--- src/rtl/rv_decode_pkg.sv ---
// rtl/rv_decode_pkg.sv - RV32I opcodes, format codes and the decode bundle shared by the decode stage.
package rv_decode_pkg;

  localparam int IMM_W = 32;

  localparam logic [6:0] OP_OP     = 7'b0110011;
  localparam logic [6:0] OP_IMM    = 7'b0010011;
  localparam logic [6:0] OP_LOAD   = 7'b0000011;
  localparam logic [6:0] OP_JALR   = 7'b1100111;
  localparam logic [6:0] OP_SYSTEM = 7'b1110011;
  localparam logic [6:0] OP_FENCE  = 7'b0001111;
  localparam logic [6:0] OP_STORE  = 7'b0100011;
  localparam logic [6:0] OP_BRANCH = 7'b1100011;
  localparam logic [6:0] OP_LUI    = 7'b0110111;
  localparam logic [6:0] OP_AUIPC  = 7'b0010111;
  localparam logic [6:0] OP_JAL    = 7'b1101111;

  typedef enum logic [2:0] {
    FMT_R   = 3'd0,
    FMT_I   = 3'd1,
    FMT_S   = 3'd2,
    FMT_B   = 3'd3,
    FMT_U   = 3'd4,
    FMT_J   = 3'd5,
    FMT_ILL = 3'd7
  } fmt_e;

  typedef struct packed {
    logic [6:0]       opcode;
    logic [4:0]       rd;
    logic [2:0]       funct3;
    logic [4:0]       rs1;
    logic [4:0]       rs2;
    logic [6:0]       funct7;
    fmt_e             fmt;
    logic [IMM_W-1:0] imm;
    logic             illegal;
  } bundle_t;

  // Fixed-position fields only; fmt/imm/illegal are filled in from rv_imm_gen.
  function automatic bundle_t split_fields(input logic [31:0] instr);
    bundle_t b;
    b         = '0;
    b.opcode  = instr[6:0];
    b.rd      = instr[11:7];
    b.funct3  = instr[14:12];
    b.rs1     = instr[19:15];
    b.rs2     = instr[24:20];
    b.funct7  = instr[31:25];
    return b;
  endfunction

endpackage

--- src/rtl/rv_decode_stage_if.sv ---
// rtl/rv_decode_stage_if.sv - Fetch-side and execute-side handshakes of the decode stage.
interface rv_decode_stage_if #(
  parameter int XLEN = 32
) ();
  logic            in_valid;
  logic            in_ready;
  logic [31:0]     in_instr;
  logic            out_valid;
  logic            out_ready;
  logic [6:0]      out_opcode;
  logic [4:0]      out_rd;
  logic [2:0]      out_funct3;
  logic [4:0]      out_rs1;
  logic [4:0]      out_rs2;
  logic [6:0]      out_funct7;
  logic [2:0]      out_fmt;
  logic [XLEN-1:0] out_imm;
  logic            out_illegal;

  modport master (
    output in_valid, in_instr, out_ready,
    input  in_ready, out_valid, out_opcode, out_rd, out_funct3, out_rs1,
           out_rs2, out_funct7, out_fmt, out_imm, out_illegal
  );

  modport slave (
    input  in_valid, in_instr, out_ready,
    output in_ready, out_valid, out_opcode, out_rd, out_funct3, out_rs1,
           out_rs2, out_funct7, out_fmt, out_imm, out_illegal
  );
endinterface

--- src/rtl/rv_imm_gen.sv ---
// rtl/rv_imm_gen.sv - Combinational RV32I format classifier and sign-extended immediate generator.
module rv_imm_gen
  import rv_decode_pkg::*;
#(
  parameter int XLEN = 32
) (
  input  logic [31:0]     i_instr,
  output fmt_e            o_fmt,
  output logic [XLEN-1:0] o_imm,
  output logic            o_illegal
);
  logic [31:0] w_imm32;

  always_comb begin
    o_fmt     = FMT_ILL;
    o_illegal = 1'b0;
    w_imm32   = '0;
    case (i_instr[6:0])
      OP_OP: o_fmt = FMT_R;
      OP_IMM, OP_LOAD, OP_JALR, OP_SYSTEM, OP_FENCE: begin
        o_fmt   = FMT_I;
        w_imm32 = {{20{i_instr[31]}}, i_instr[31:20]};
      end
      OP_STORE: begin
        o_fmt   = FMT_S;
        w_imm32 = {{20{i_instr[31]}}, i_instr[31:25], i_instr[11:7]};
      end
      OP_BRANCH: begin
        o_fmt   = FMT_B;
        w_imm32 = {{19{i_instr[31]}}, i_instr[31], i_instr[7], i_instr[30:25],
                   i_instr[11:8], 1'b0};
      end
      OP_LUI, OP_AUIPC: begin
        o_fmt   = FMT_U;
        w_imm32 = {i_instr[31:12], 12'b0};
      end
      OP_JAL: begin
        o_fmt   = FMT_J;
        w_imm32 = {{11{i_instr[31]}}, i_instr[31], i_instr[19:12], i_instr[20],
                   i_instr[30:21], 1'b0};
      end
      default: o_illegal = 1'b1;
    endcase
  end

  assign o_imm = XLEN'($signed(w_imm32));
endmodule

--- src/rtl/rv_decode_stage.sv ---
// rtl/rv_decode_stage.sv - Registered RV32I decode stage with optional skid entry, flush and transfer counter.
module rv_decode_stage
  import rv_decode_pkg::*;
#(
  parameter int XLEN  = 32,
  parameter int SKID  = 1,
  parameter int CNT_W = 16
) (
  input  logic             clk,
  input  logic             rst_n,
  input  logic             flush,
  rv_decode_stage_if.slave bus,
  output logic [CNT_W-1:0] decode_cnt
);
  bundle_t          w_new;
  fmt_e             w_fmt;
  logic [IMM_W-1:0] w_imm;
  logic             w_illegal;
  logic             w_accept;
  logic             w_xfer;
  logic             w_load_ok;

  bundle_t r_out;
  bundle_t r_skid;
  logic    r_out_valid;
  logic    r_skid_valid;
  logic    r_in_ready;

  // The bundle keeps the 32-bit architectural immediate; widening to XLEN happens at the port.
  rv_imm_gen #(.XLEN(IMM_W)) u_imm_gen (
    .i_instr   (bus.in_instr),
    .o_fmt     (w_fmt),
    .o_imm     (w_imm),
    .o_illegal (w_illegal)
  );

  always_comb begin
    w_new         = split_fields(bus.in_instr);
    w_new.fmt     = w_fmt;
    w_new.imm     = w_imm;
    w_new.illegal = w_illegal;
  end

  assign w_accept  = bus.in_valid && bus.in_ready;
  assign w_xfer    = r_out_valid && bus.out_ready;
  assign w_load_ok = !r_out_valid || bus.out_ready;

  always_ff @(posedge clk or negedge rst_n) begin
    if (!rst_n) begin
      r_out        <= '0;
      r_skid       <= '0;
      r_out_valid  <= 1'b0;
      r_skid_valid <= 1'b0;
      r_in_ready   <= 1'b1;
    end else if (flush) begin
      r_out_valid  <= 1'b0;
      r_skid_valid <= 1'b0;
      r_in_ready   <= 1'b1;
    end else if (w_load_ok) begin
      // A held skid entry always goes out first; in_ready was low, so nothing new arrives now.
      if (r_skid_valid) begin
        r_out        <= r_skid;
        r_out_valid  <= 1'b1;
        r_skid_valid <= 1'b0;
      end else begin
        r_out_valid <= w_accept;
        if (w_accept) r_out <= w_new;
      end
      r_in_ready <= 1'b1;
    end else if (w_accept) begin
      r_skid       <= w_new;
      r_skid_valid <= 1'b1;
      r_in_ready   <= 1'b0;
    end
  end

  always_ff @(posedge clk or negedge rst_n) begin
    if (!rst_n) decode_cnt <= '0;
    else if (w_xfer) decode_cnt <= decode_cnt + 1'b1;
  end

  assign bus.in_ready    = (SKID != 0) ? r_in_ready : w_load_ok;
  assign bus.out_valid   = r_out_valid;
  assign bus.out_opcode  = r_out.opcode;
  assign bus.out_rd      = r_out.rd;
  assign bus.out_funct3  = r_out.funct3;
  assign bus.out_rs1     = r_out.rs1;
  assign bus.out_rs2     = r_out.rs2;
  assign bus.out_funct7  = r_out.funct7;
  assign bus.out_fmt     = r_out.fmt;
  assign bus.out_imm     = XLEN'($signed(r_out.imm));
  assign bus.out_illegal = r_out.illegal;
endmodule
--- src/flat_wrapper.sv ---
// flat-port wrapper written by rule: the top's interface ports become plain ports
module rv_decode_stage_flat import rv_decode_pkg::*;
#(
  parameter int XLEN  = 32,
  parameter int SKID  = 1,
  parameter int CNT_W = 16
)
  (clk, rst_n, flush, decode_cnt, bus_in_valid, bus_in_instr, bus_out_ready, bus_in_ready, bus_out_valid, bus_out_opcode, bus_out_rd, bus_out_funct3, bus_out_rs1, bus_out_rs2, bus_out_funct7, bus_out_fmt, bus_out_imm, bus_out_illegal);
  rv_decode_stage_if #(.XLEN(XLEN)) bus_i ();
  input  logic clk;
  input  logic rst_n;
  input  logic flush;
  output logic [CNT_W-1:0] decode_cnt;
  input wire logic [$bits(bus_i.in_valid)-1:0] bus_in_valid;
  input wire logic [$bits(bus_i.in_instr)-1:0] bus_in_instr;
  input wire logic [$bits(bus_i.out_ready)-1:0] bus_out_ready;
  output wire logic [$bits(bus_i.in_ready)-1:0] bus_in_ready;
  output wire logic [$bits(bus_i.out_valid)-1:0] bus_out_valid;
  output wire logic [$bits(bus_i.out_opcode)-1:0] bus_out_opcode;
  output wire logic [$bits(bus_i.out_rd)-1:0] bus_out_rd;
  output wire logic [$bits(bus_i.out_funct3)-1:0] bus_out_funct3;
  output wire logic [$bits(bus_i.out_rs1)-1:0] bus_out_rs1;
  output wire logic [$bits(bus_i.out_rs2)-1:0] bus_out_rs2;
  output wire logic [$bits(bus_i.out_funct7)-1:0] bus_out_funct7;
  output wire logic [$bits(bus_i.out_fmt)-1:0] bus_out_fmt;
  output wire logic [$bits(bus_i.out_imm)-1:0] bus_out_imm;
  output wire logic [$bits(bus_i.out_illegal)-1:0] bus_out_illegal;
  assign bus_i.in_valid = bus_in_valid;
  assign bus_i.in_instr = bus_in_instr;
  assign bus_i.out_ready = bus_out_ready;
  assign bus_in_ready = bus_i.in_ready;
  assign bus_out_valid = bus_i.out_valid;
  assign bus_out_opcode = bus_i.out_opcode;
  assign bus_out_rd = bus_i.out_rd;
  assign bus_out_funct3 = bus_i.out_funct3;
  assign bus_out_rs1 = bus_i.out_rs1;
  assign bus_out_rs2 = bus_i.out_rs2;
  assign bus_out_funct7 = bus_i.out_funct7;
  assign bus_out_fmt = bus_i.out_fmt;
  assign bus_out_imm = bus_i.out_imm;
  assign bus_out_illegal = bus_i.out_illegal;
  rv_decode_stage #(.XLEN(XLEN), .SKID(SKID), .CNT_W(CNT_W)) u_core (.clk(clk), .rst_n(rst_n), .flush(flush), .bus(bus_i), .decode_cnt(decode_cnt));
endmodule
--- config.mk ---
export PLATFORM = sky130hd
export DESIGN_NAME = rv_decode_stage_flat
export DESIGN_NICKNAME = d
export VERILOG_FILES = /design/src/rtl/rv_decode_pkg.sv /design/src/rtl/rv_decode_stage_if.sv /design/src/rtl/rv_imm_gen.sv /design/src/rtl/rv_decode_stage.sv /design/src/flat_wrapper.sv
export SDC_FILE = /design/constraint.sdc
export NUM_CORES = 1
export LEC_CHECK = 0
export BUFFER_PORTS_ARGS = -buffer_cell sky130_fd_sc_hd__buf_4
export CAP_MARGIN = 10
export CORE_MARGIN = 8
export CORE_UTILIZATION = 40
export DETAILED_ROUTE_END_ITERATION = 8
export GPL_TIMING_DRIVEN = 0
export SLEW_MARGIN = 20
export SYNTH_ARGS = -nofsm -noshare
export SYNTH_HDL_FRONTEND = slang
export SYNTH_SLANG_ARGS = --single-unit
export TNS_END_PERCENT = 1
--- constraint.sdc ---
create_clock -name clk -period 1.91 [get_ports clk]
set_input_delay 0 -clock clk [delete_from_list [all_inputs] [get_ports clk]]
set_output_delay 0 -clock clk [all_outputs]
set_load 0.02 [all_outputs]
* Word level (Yosys, flattened, before mapping) *
Index checks and enable logic that the tools add are counted.

word-level totals
  register bits = 155
  output and inout port bits = 86
  word-level logic and storage cells = 62

operators by class
  add/sub/neg operators = 1
  equal/unequal tests = 11
  multiplexer cells = 14
  bitwise gates (word level) = 2
  reduce and logical (&&, ||, !) cells = 12

operators by type and width
  kind                                                             number
  32-bit case mux with 5 select lines                              1
  68-bit two-way mux                                               2
  7-bit == test, second input constant                             4
  7-bit by 6-bit == test with 1-bit output, second input constant  3
  3-bit case mux with 6 select lines                               1
  16-bit by 1-bit adder with 16-bit output, second input constant  1
  7-bit by 5-bit == test with 1-bit output, second input constant  2
  11-bit OR reduction                                              1
  1-bit two-way mux                                                10
  7-bit by 2-bit == test with 1-bit output, second input constant  1
  7-bit by 4-bit == test with 1-bit output, second input constant  1
  3-bit AND reduction                                              2
  5-bit OR reduction                                               1
  2-bit nonzero test                                               2
  3-bit nonzero test                                               1
  1-bit logical AND                                                2
  1-bit NOT                                                        2
  2-bit OR reduction                                               1
  1-bit zero test                                                  1
  1-bit logical OR                                                 1

* Longest topological paths before layout *
Gate-level depths: netlist of the first run.

  depth after elaboration = 5
  depth in mapped cells = 7

* Cells and area by module *
Synthesis of the first run repeated with hierarchy kept, for this count alone.

second synthesis, totals
  cell total of the unflattened synthesis = 603
  area, all modules = 7252.0 µm²

modules (own cells, without submodules)
  module           instances  cells an instance  area an instance (µm²)  seq. area each (µm²)
  rv_decode_stage  1          510                6538.8                  3880.0
  rv_imm_gen       1          93                 713.2                   0.0

* Worst setup path before layout of the first run *
OpenSTA, ideal clock, no wires.

  path kind = reg2reg
  start point = reg u_core.r_in_ready, in the netlist u_core.bus.in_ready
  end point = reg u_core.r_out (netlist bit u_core.bus.out_imm[11])
  setup time = 126 ps
  data arrival time = 1775 ps
  data required time = 1784 ps
  slack = 9 ps
  stages on the path, launching flop included = 7
  cells stage by stage = dfstp_2 > a21oi_1 > or3_4 > buf_6 > buf_6 > buf_6 > a221o_1

between the ends
  longest elaborated chain between the ends = 3

RTL lines
  item                           line                   RTL
  from (decl)                    rv_decode_stage.sv:27  logic r_in_ready;
  from (signal assigned)         rv_decode_stage.sv:54  r_in_ready <= 1'b1;
  from (signal assigned)         rv_decode_stage.sv:58  r_in_ready <= 1'b1;
  from (signal assigned)         rv_decode_stage.sv:69  r_in_ready <= 1'b1;
  1-bit logical AND              rv_decode_stage.sv:44  assign w_accept = bus.in_valid && bus.in_ready;
  2-bit nonzero test (no line)   --
  3-bit AND reduction (no line)  --
  to (signal assigned)           rv_decode_stage.sv:62  r_out <= r_skid;
  to (signal assigned)           rv_decode_stage.sv:67  if (w_accept) r_out <= w_new;
  to (decl)                      rv_decode_stage.sv:23  bundle_t r_out;

No other way between the ends.
A chain may end at the register's enable or synchronous reset.

* Final worst setup path of the first run *
Ends and elaborated chain as after synthesis.

==> results of run 1 <==
final timing paths:
kind | startpoint | endpoint | cells past startpoint | slack [ps]
min | bus_in_instr[2] | u_core.r_skid[63] | 4 | 40
max | u_core.bus.in_ready | u_core.bus.out_imm[11] | 6 | -60
max in group asynchronous | rst_n | u_core.decode_cnt[1] | 3 | 990
min in group asynchronous | rst_n | u_core.r_skid[49] | 2 | 80
min reg2reg | u_core.r_skid[36] | u_core.r_skid[36] | 2 | 470
max reg2reg | u_core.bus.in_ready | u_core.bus.out_imm[11] | 6 | -60
cell type report:
cell class / instances / area, um2 / area share, %
Buffer: 46 / 265.3 / 2.886
Clock inverter: 15 / 244.0 / 2.654
Clock buffer: 17 / 425.4 / 4.628
Sequential cell: 155 / 3880 / 42.21
Multi-Input combinational cell: 479 / 2769 / 30.12
Timing Repair Buffer: 159 / 1309 / 14.24
Tap cell: 225 / 281.5 / 3.062
Inverter: 5 / 18.77 / 0.2042
routing by layer:
| metal | GRT usage [%] | vias up |
|---|---|---|
| li1 | - | 2754 |
| met1 | 24.81 | 2911 |
| met2 | 30.71 | 188 |
| met3 | 4.645 | 26 |
| met4 | 6.028 | 0 |
| met5 | 0 | - |
layout by cell type (no fill, tap or decap), types with 8 or more instances in the layout:
cell / n
mux2i_1: 32
nor2_1: 42
a31oi_1: 10
a22oi_1: 8
or3_1: 9
nand2_1: 159
xnor2_1: 12
dfrtp_1: 154
clkbuf_2: 17
a221o_1: 18
clkbuf_16: 17
buf_2: 9
and3_1: 13
clkbuf_1: 9
a211o_1: 11
a21oi_1: 22
nand3_1: 10
o21ai_0: 63
buf_4: 128
dlygate4sd3_1: 35
sequential cells by signal (all words and copies together), names as in the netlist, 3 cells and up:
signal,flops
u_core.bus.out_imm,32
u_core.bus.out_rd,5
u_core.decode_cnt,16
u_core.bus.out_rs1,5
u_core.bus.out_rs2,5
u_core.bus.out_funct7,7
u_core.bus.out_opcode,7
u_core.r_skid,68
u_core.bus.out_funct3,3
u_core.bus.out_fmt,3
per-stage QoR:
| step | hold WS (ps) | util [%] | total power, mW | cell area [um2] | setup TNS [ps] |
|---|---|---|---|---|---|
| floorplan | -295.6 | - | 5.052 | 6843 | 0 |
| finish | 37.66 | 54.09 | 9.771 | 9193 | -402.1 |
| detailed placement | -44.15 | 47.47 | 5.923 | 8068 | -7319 |
| global route | 38.93 | 54.09 | 10.22 | 9193 | -2770 |
| global placement | 192.2 | 47.26 | 5.851 | 8033 | -4753 |
| CTS | 3.132 | 53.69 | 9.866 | 9125 | -391.5 |
timing repair:
action	4_1_cts	5_1_grt
setup endpoints to repair	98	123
endpoints found under the hold margin	203	0
buffers inserted	1	1
pin swaps	1	0
hold buffers	35	0
gates resized for setup	14	38
power by group through the flow:
stage	clock network, mW	logic [mW]	registers (mW)
3_3_place_gp	0	1.71	4.14
4_1_cts	3.93	1.83	4.11
3_5_place_dp	0	1.76	4.16
6_report	3.85	1.81	4.11
2_1_floorplan	0	0.634	4.42
5_1_grt	4.06	1.99	4.17
kinds of logic (layout without fill, tap and decap cells):
| logic type | after synthesis | count (layout) | share of synthesized area [%] |
|---|---|---|---|
| and+or+nand+nor | 264 | 264 | 16.84 |
| AOI/OAI and AO/OA | 162 | 162 | 15.41 |
| DFF | 155 | 155 | 56.70 |
| buffers and inverters | 51 | 242 | 3.456 |
| muxes | 36 | 36 | 5.339 |
| xor gates and xnor gates | 15 | 15 | 1.920 |
| adders and majority gates | 2 | 2 | 0.3291 |
worst reg2reg max path, stage by stage, from the launching register on:
cell     delay (ps)
dfstp_2         580
a21oi_2          90
or3_4           380
buf_8           160
buf_6           150
buf_6           150
a221o_1         350
==> flow_summary.json, run 1 <==
{
  "status": "finished, violations left",
  "violations": "negative setup slack",
  "syn_to_final_growth_pct": 34.34,
  "rsz0062_at_grt": "true",
  "diodes": 0,
  "core_area_mm2": 0.01700,
  "hpwl_mm": 14.43,
  "wl_mm": 20.19,
  "cts.sinks": 155,
  "nNetsFinal": 901,
  "ys.flop_type": "dfrtp_1",
  "grt_pass1_vias": 5995,
  "finalCriticalPeriod_ps": 1973,
  "synth-edff-count": 0,
  "cpMostUsedCell": "buf_6",
  "slew_headroom_pct": 44.62,
  "hold_viol": 0,
  "yosysMostFrequentCell": "nand2_1",
  "die_area_mm2": 0.02155,
  "worstPathCellList": "a21oi_2 > or3_4 > buf_8 > buf_6 > buf_6 > a221o_1",
  "drv_slew": 0,
  "wl_met1_mm": 8.975,
  "swShare_pct": 28.03,
  "finalSetupViolations": 11,
  "maxCapViolCount": 0,
  "synthTopCellsByArea": "dfrtp_1 56%, nand2_1 8.7%, o21ai_0 4.8%",
  "ys_types": 52,
  "pre_cts_ws_ps": -174.3,
  "dp_cells": 1032,
  "synth_top_area_cell": "dfrtp_1",
  "fin_ws_ps": -62.84,
  "finalCritPeriodShare_pct": 103.3,
  "seqPwrFrac_pct": 42.1,
  "worst_slew_pin_slew_ps": 830.7,
  "crit_buf_inv": 3,
  "rows": 48,
  "numCtsBuffers": 17,
  "yosys-top-cells-count": "159 x nand2_1, 154 x dfrtp_1, 65 x o21ai_0",
  "drc": 0,
  "syn_area_mm2": 0.006843,
  "min_path_type": "in -> reg",
  "wl_met2_mm": 9.617,
  "vias": 5879,
  "worstPathMaxFanout": 10,
  "drtIter0Drc": 478,
  "grt_overflow": 0,
  "h-tree-depth": 4,
  "die_x_um": 146.8,
  "gp_congestion": 0.9073,
  "top_layer": "met4",
  "fmax_ghz": 0.5069,
  "crit_family": "flip-flops",
  "async_flop_share_pct": 100.0,
  "clock_path_buffers": 2,
  "wl_met3_mm": 1.250,
  "pin_count": 123,
  "final_antenna_net_count": 0,
  "grt_pass1_wl_mm": 32.59,
  "cts_tree": "done",
  "p_clk_share_pct": 39.4,
  "netlist_instances": 685,
  "grt_antenna_before_repair": 0,
  "vias_per_cell": 5.340,
  "portBuffers": 121,
  "grt_max_degree": 100,
  "syn_avg_cell_area_um2": 9.990,
  "cp_slowest_cell": "dfstp_2",
  "fillers": 1551,
  "synth.net_count": 723,
  "worstSetupStartpointType": "flip-flop",
  "p_int_mw": 7.032,
  "insertion_delay_ps": 420,
  "finalNonFillerCells": 1101,
  "fp.dieH_um": 146.8,
  "firstDrtPassIters": 5,
  "drive_gt1_share_pct": 24.20,
  "grt_use_total_pct": 19.07,
  "seq_area_frac_synth_pct": 56.70,
  "synth-seq-cells": 155,
  "wl_per_cell_um": 18.34,
  "clock_tree.root_cell": "clkbuf_16",
  "p_leak_nw": 4.339,
  "vdd_ir_drop_max_v": 0.0006399,
  "initial_core_util_pct": 40.26,
  "crit_path_max_incr_delay_ps": 580,
  "arrival_ps": 2280,
  "path_clk_slew_ps": 60,
  "required_ps": 2220,
  "combinationalPowerShare_pct": 18.6,
  "yosys_warnings": 0,
  "path_class": "reg -> reg",
  "power_density_mw_per_mm2": 1063,
  "p_sw_mw": 2.739,
  "end_kind": "flip-flop",
  "synth_top_area_share_pct": 56.32,
  "clock_skew_ps": 3.945
}
Note: power is estimated with default switching activity, not from simulation.
==> inputs of run 2 (changes only) <==
--- a/config.mk
+++ b/config.mk
@@ -8,9 +8,10 @@
 export BUFFER_PORTS_ARGS = -buffer_cell sky130_fd_sc_hd__buf_4
 export CAP_MARGIN = 10
 export CORE_MARGIN = 8
-export CORE_UTILIZATION = 40
+export CORE_UTILIZATION = 50
 export DETAILED_ROUTE_END_ITERATION = 8
 export GPL_TIMING_DRIVEN = 0
+export PLACE_DENSITY = 0.76
 export SLEW_MARGIN = 20
 export SYNTH_ARGS = -nofsm -noshare
 export SYNTH_HDL_FRONTEND = slang
==> flow_summary.json, run 2 (synthesis gave the netlist of run 1 again) <==
{
  "status": "finished, violations left",
  "violations": "negative setup slack",
  "clock_path_buffers": 2,
  "firstDrtPassIters": 5,
  "largest_reg_flops": 68,
  "largest_register": "u_core.r_skid",
  "grt_pass1_vias": 6149,
  "final_common_cell": "nand2_1",
  "slew_headroom_pct": 42.45,
  "initial_core_util_pct": 51.47,
  "numCtsBuffers": 17,
  "cts.sinks": 155,
  "required_ps": 2210,
  "core_area_mm2": 0.01330,
  "grt_pass1_wl_mm": 32.97,
  "use_met1_pct": 30.55,
  "rrSetupSlack_ps": -100,
  "r2r_cells": 6,
  "grtUsageMet2_pct": 38.11,
  "r2r-end": "u_core.bus.out_imm[10]",
  "path_clk_slew_ps": 60,
  "drv_slew": 0,
  "finalCriticalPeriod_ps": 2014,
  "h-tree-depth": 4,
  "rows": 42,
  "whs_path_depth": 4,
  "grt_use_total_pct": 23.61,
  "final_cell_mix": "159 x nand2_1, 154 x dfrtp_1, 124 x buf_4",
  "path_class": "reg -> reg",
  "die_x_um": 133.0,
  "finalCritPeriodShare_pct": 105.5,
  "hpwl_mm": 14.35,
  "clock_skew_ps": 11.28,
  "setup_tns_ps": -998.3,
  "vdd_ir_drop_max_v": 0.0006699,
  "vias": 6010,
  "diodes": 0,
  "drc": 0,
  "drtIter0Drc": 565,
  "syn_to_final_growth_pct": 32.13,
  "finalSetupViolations": 22,
  "hp-start": "bus_in_instr[5]",
  "grtUsageMet3_pct": 5.867,
  "vias_per_cell": 5.735,
  "fp.dieH_um": 133.0,
  "p_leak_nw": 4.282,
  "grt_antenna_before_repair": 0,
  "final_core_util_pct": 68.00,
  "maxCapViolCount": 0,
  "portBuffers": 121,
  "post_cts_buffers": 0,
  "final_antenna_net_count": 0,
  "fmax_ghz": 0.4965,
  "worstPathMaxFanout": 10,
  "drive_gt1_share_pct": 23.97,
  "nNetsFinal": 897,
  "rr_startpoint": "u_core.bus.in_ready",
  "grt_max_degree": 81,
  "hold_viol": 0,
  "clock_tree.root_cell": "clkbuf_16",
  "pin_count": 123,
  "fin_ws_ps": -104.1,
  "worstSetupStartpointType": "flip-flop",
  "hold_path_end": "u_core.r_skid[66]",
  "grt_overflow": 0,
  "min_path_type": "in -> reg",
  "power_density_mw_per_mm2": 1023,
  "worst_slew_pin_slew_ps": 863.3,
  "gp_congestion": 0.8710,
  "arrival_ps": 2310,
  "die_area_mm2": 0.01769,
  "cts_tree": "done",
  "busiest_layer": "met2",
  "rsz0062_at_grt": "true",
  "insertion_delay_ps": 430,
  "wl_mm": 20.69,
  "wl_per_cell_um": 19.74,
  "end_kind": "flip-flop"
}
==> run 2: cell count changes in the layout (fill, tap and decap cells not counted), moves of 4 or more <==
cell	delta
buf_6	+4
bufinv_16	-5
clkbuf_2	-5
clkbuf_8	+4
buf_4	-4
==> run 2: power breakdown <==
group	internal (mW)	leakage, nW	total [mW]	switching (mW)
sequential	3.79	1.98	4.12	0.337
combinational	0.791	2.02	1.83	1.04
clock	1.93	0.284	3.29	1.36
total	6.51	4.28	9.25	2.74
==> run 2: worst max-delay path, cell delays in order (launching register included) <==
cell and delay [ps]:
dfstp_2 600, a21oi_4 90, or3_4 390, buf_6 170, buf_6 150, buf_6 150, a221o_1 350
==> run 2: per-stage QoR <==
step	worst slack (ps)	hold slack [ps]	total power [mW]	std cells	area, um2
floorplan	9.271	-295.6	5.052	685	6843
finish	-104.1	37.91	9.248	1048	9041
global route	-134.9	55.90	9.635	1048	9041
detailed placement	-166.7	17.38	5.935	983	8006
CTS	-71.59	25.75	9.256	1049	8952
global placement	-116.7	183.9	5.841	982	7971
==> run 2: how the worst max path moves through the flow <==
stage / from / to
after floorplan: u_core.bus.in_ready / u_core.bus.out_imm[11]
after global placement: u_core.bus.in_ready / u_core.bus.out_imm[21]
after detailed placement: u_core.bus.in_ready / u_core.bus.out_imm[29]
after CTS: u_core.bus.in_ready / u_core.bus.out_imm[25]
after global routing: u_core.bus.in_ready / u_core.bus.out_imm[11]
final: u_core.bus.in_ready / u_core.bus.out_imm[10]
==> run 2: timing repair <==
item	in CTS	in global routing
hold endpoints to repair	190	0
hold buffers	34	0
setup endpoints to repair	114	135
resized for setup	20	36
cloned	0	0
pin swaps	0	1
==> run 2: area by class of cell <==
class	count	area (um2)
fillers	1014	4254
repair buffers	156	1284
clock inverters	10	90.09
clock buffers	22	484.2
multi-input cells	479	2795
flip-flops and latches	155	3880
well taps	176	220.2
inverters	5	18.77
plain buffers	45	269.0
==> run 2: routing by layer <==
metal  wire (um)  up-vias
met5           0        -
met4         308        0
met3        1464       22
met2       10050      243
met1        8870     2997
li1            -     2748
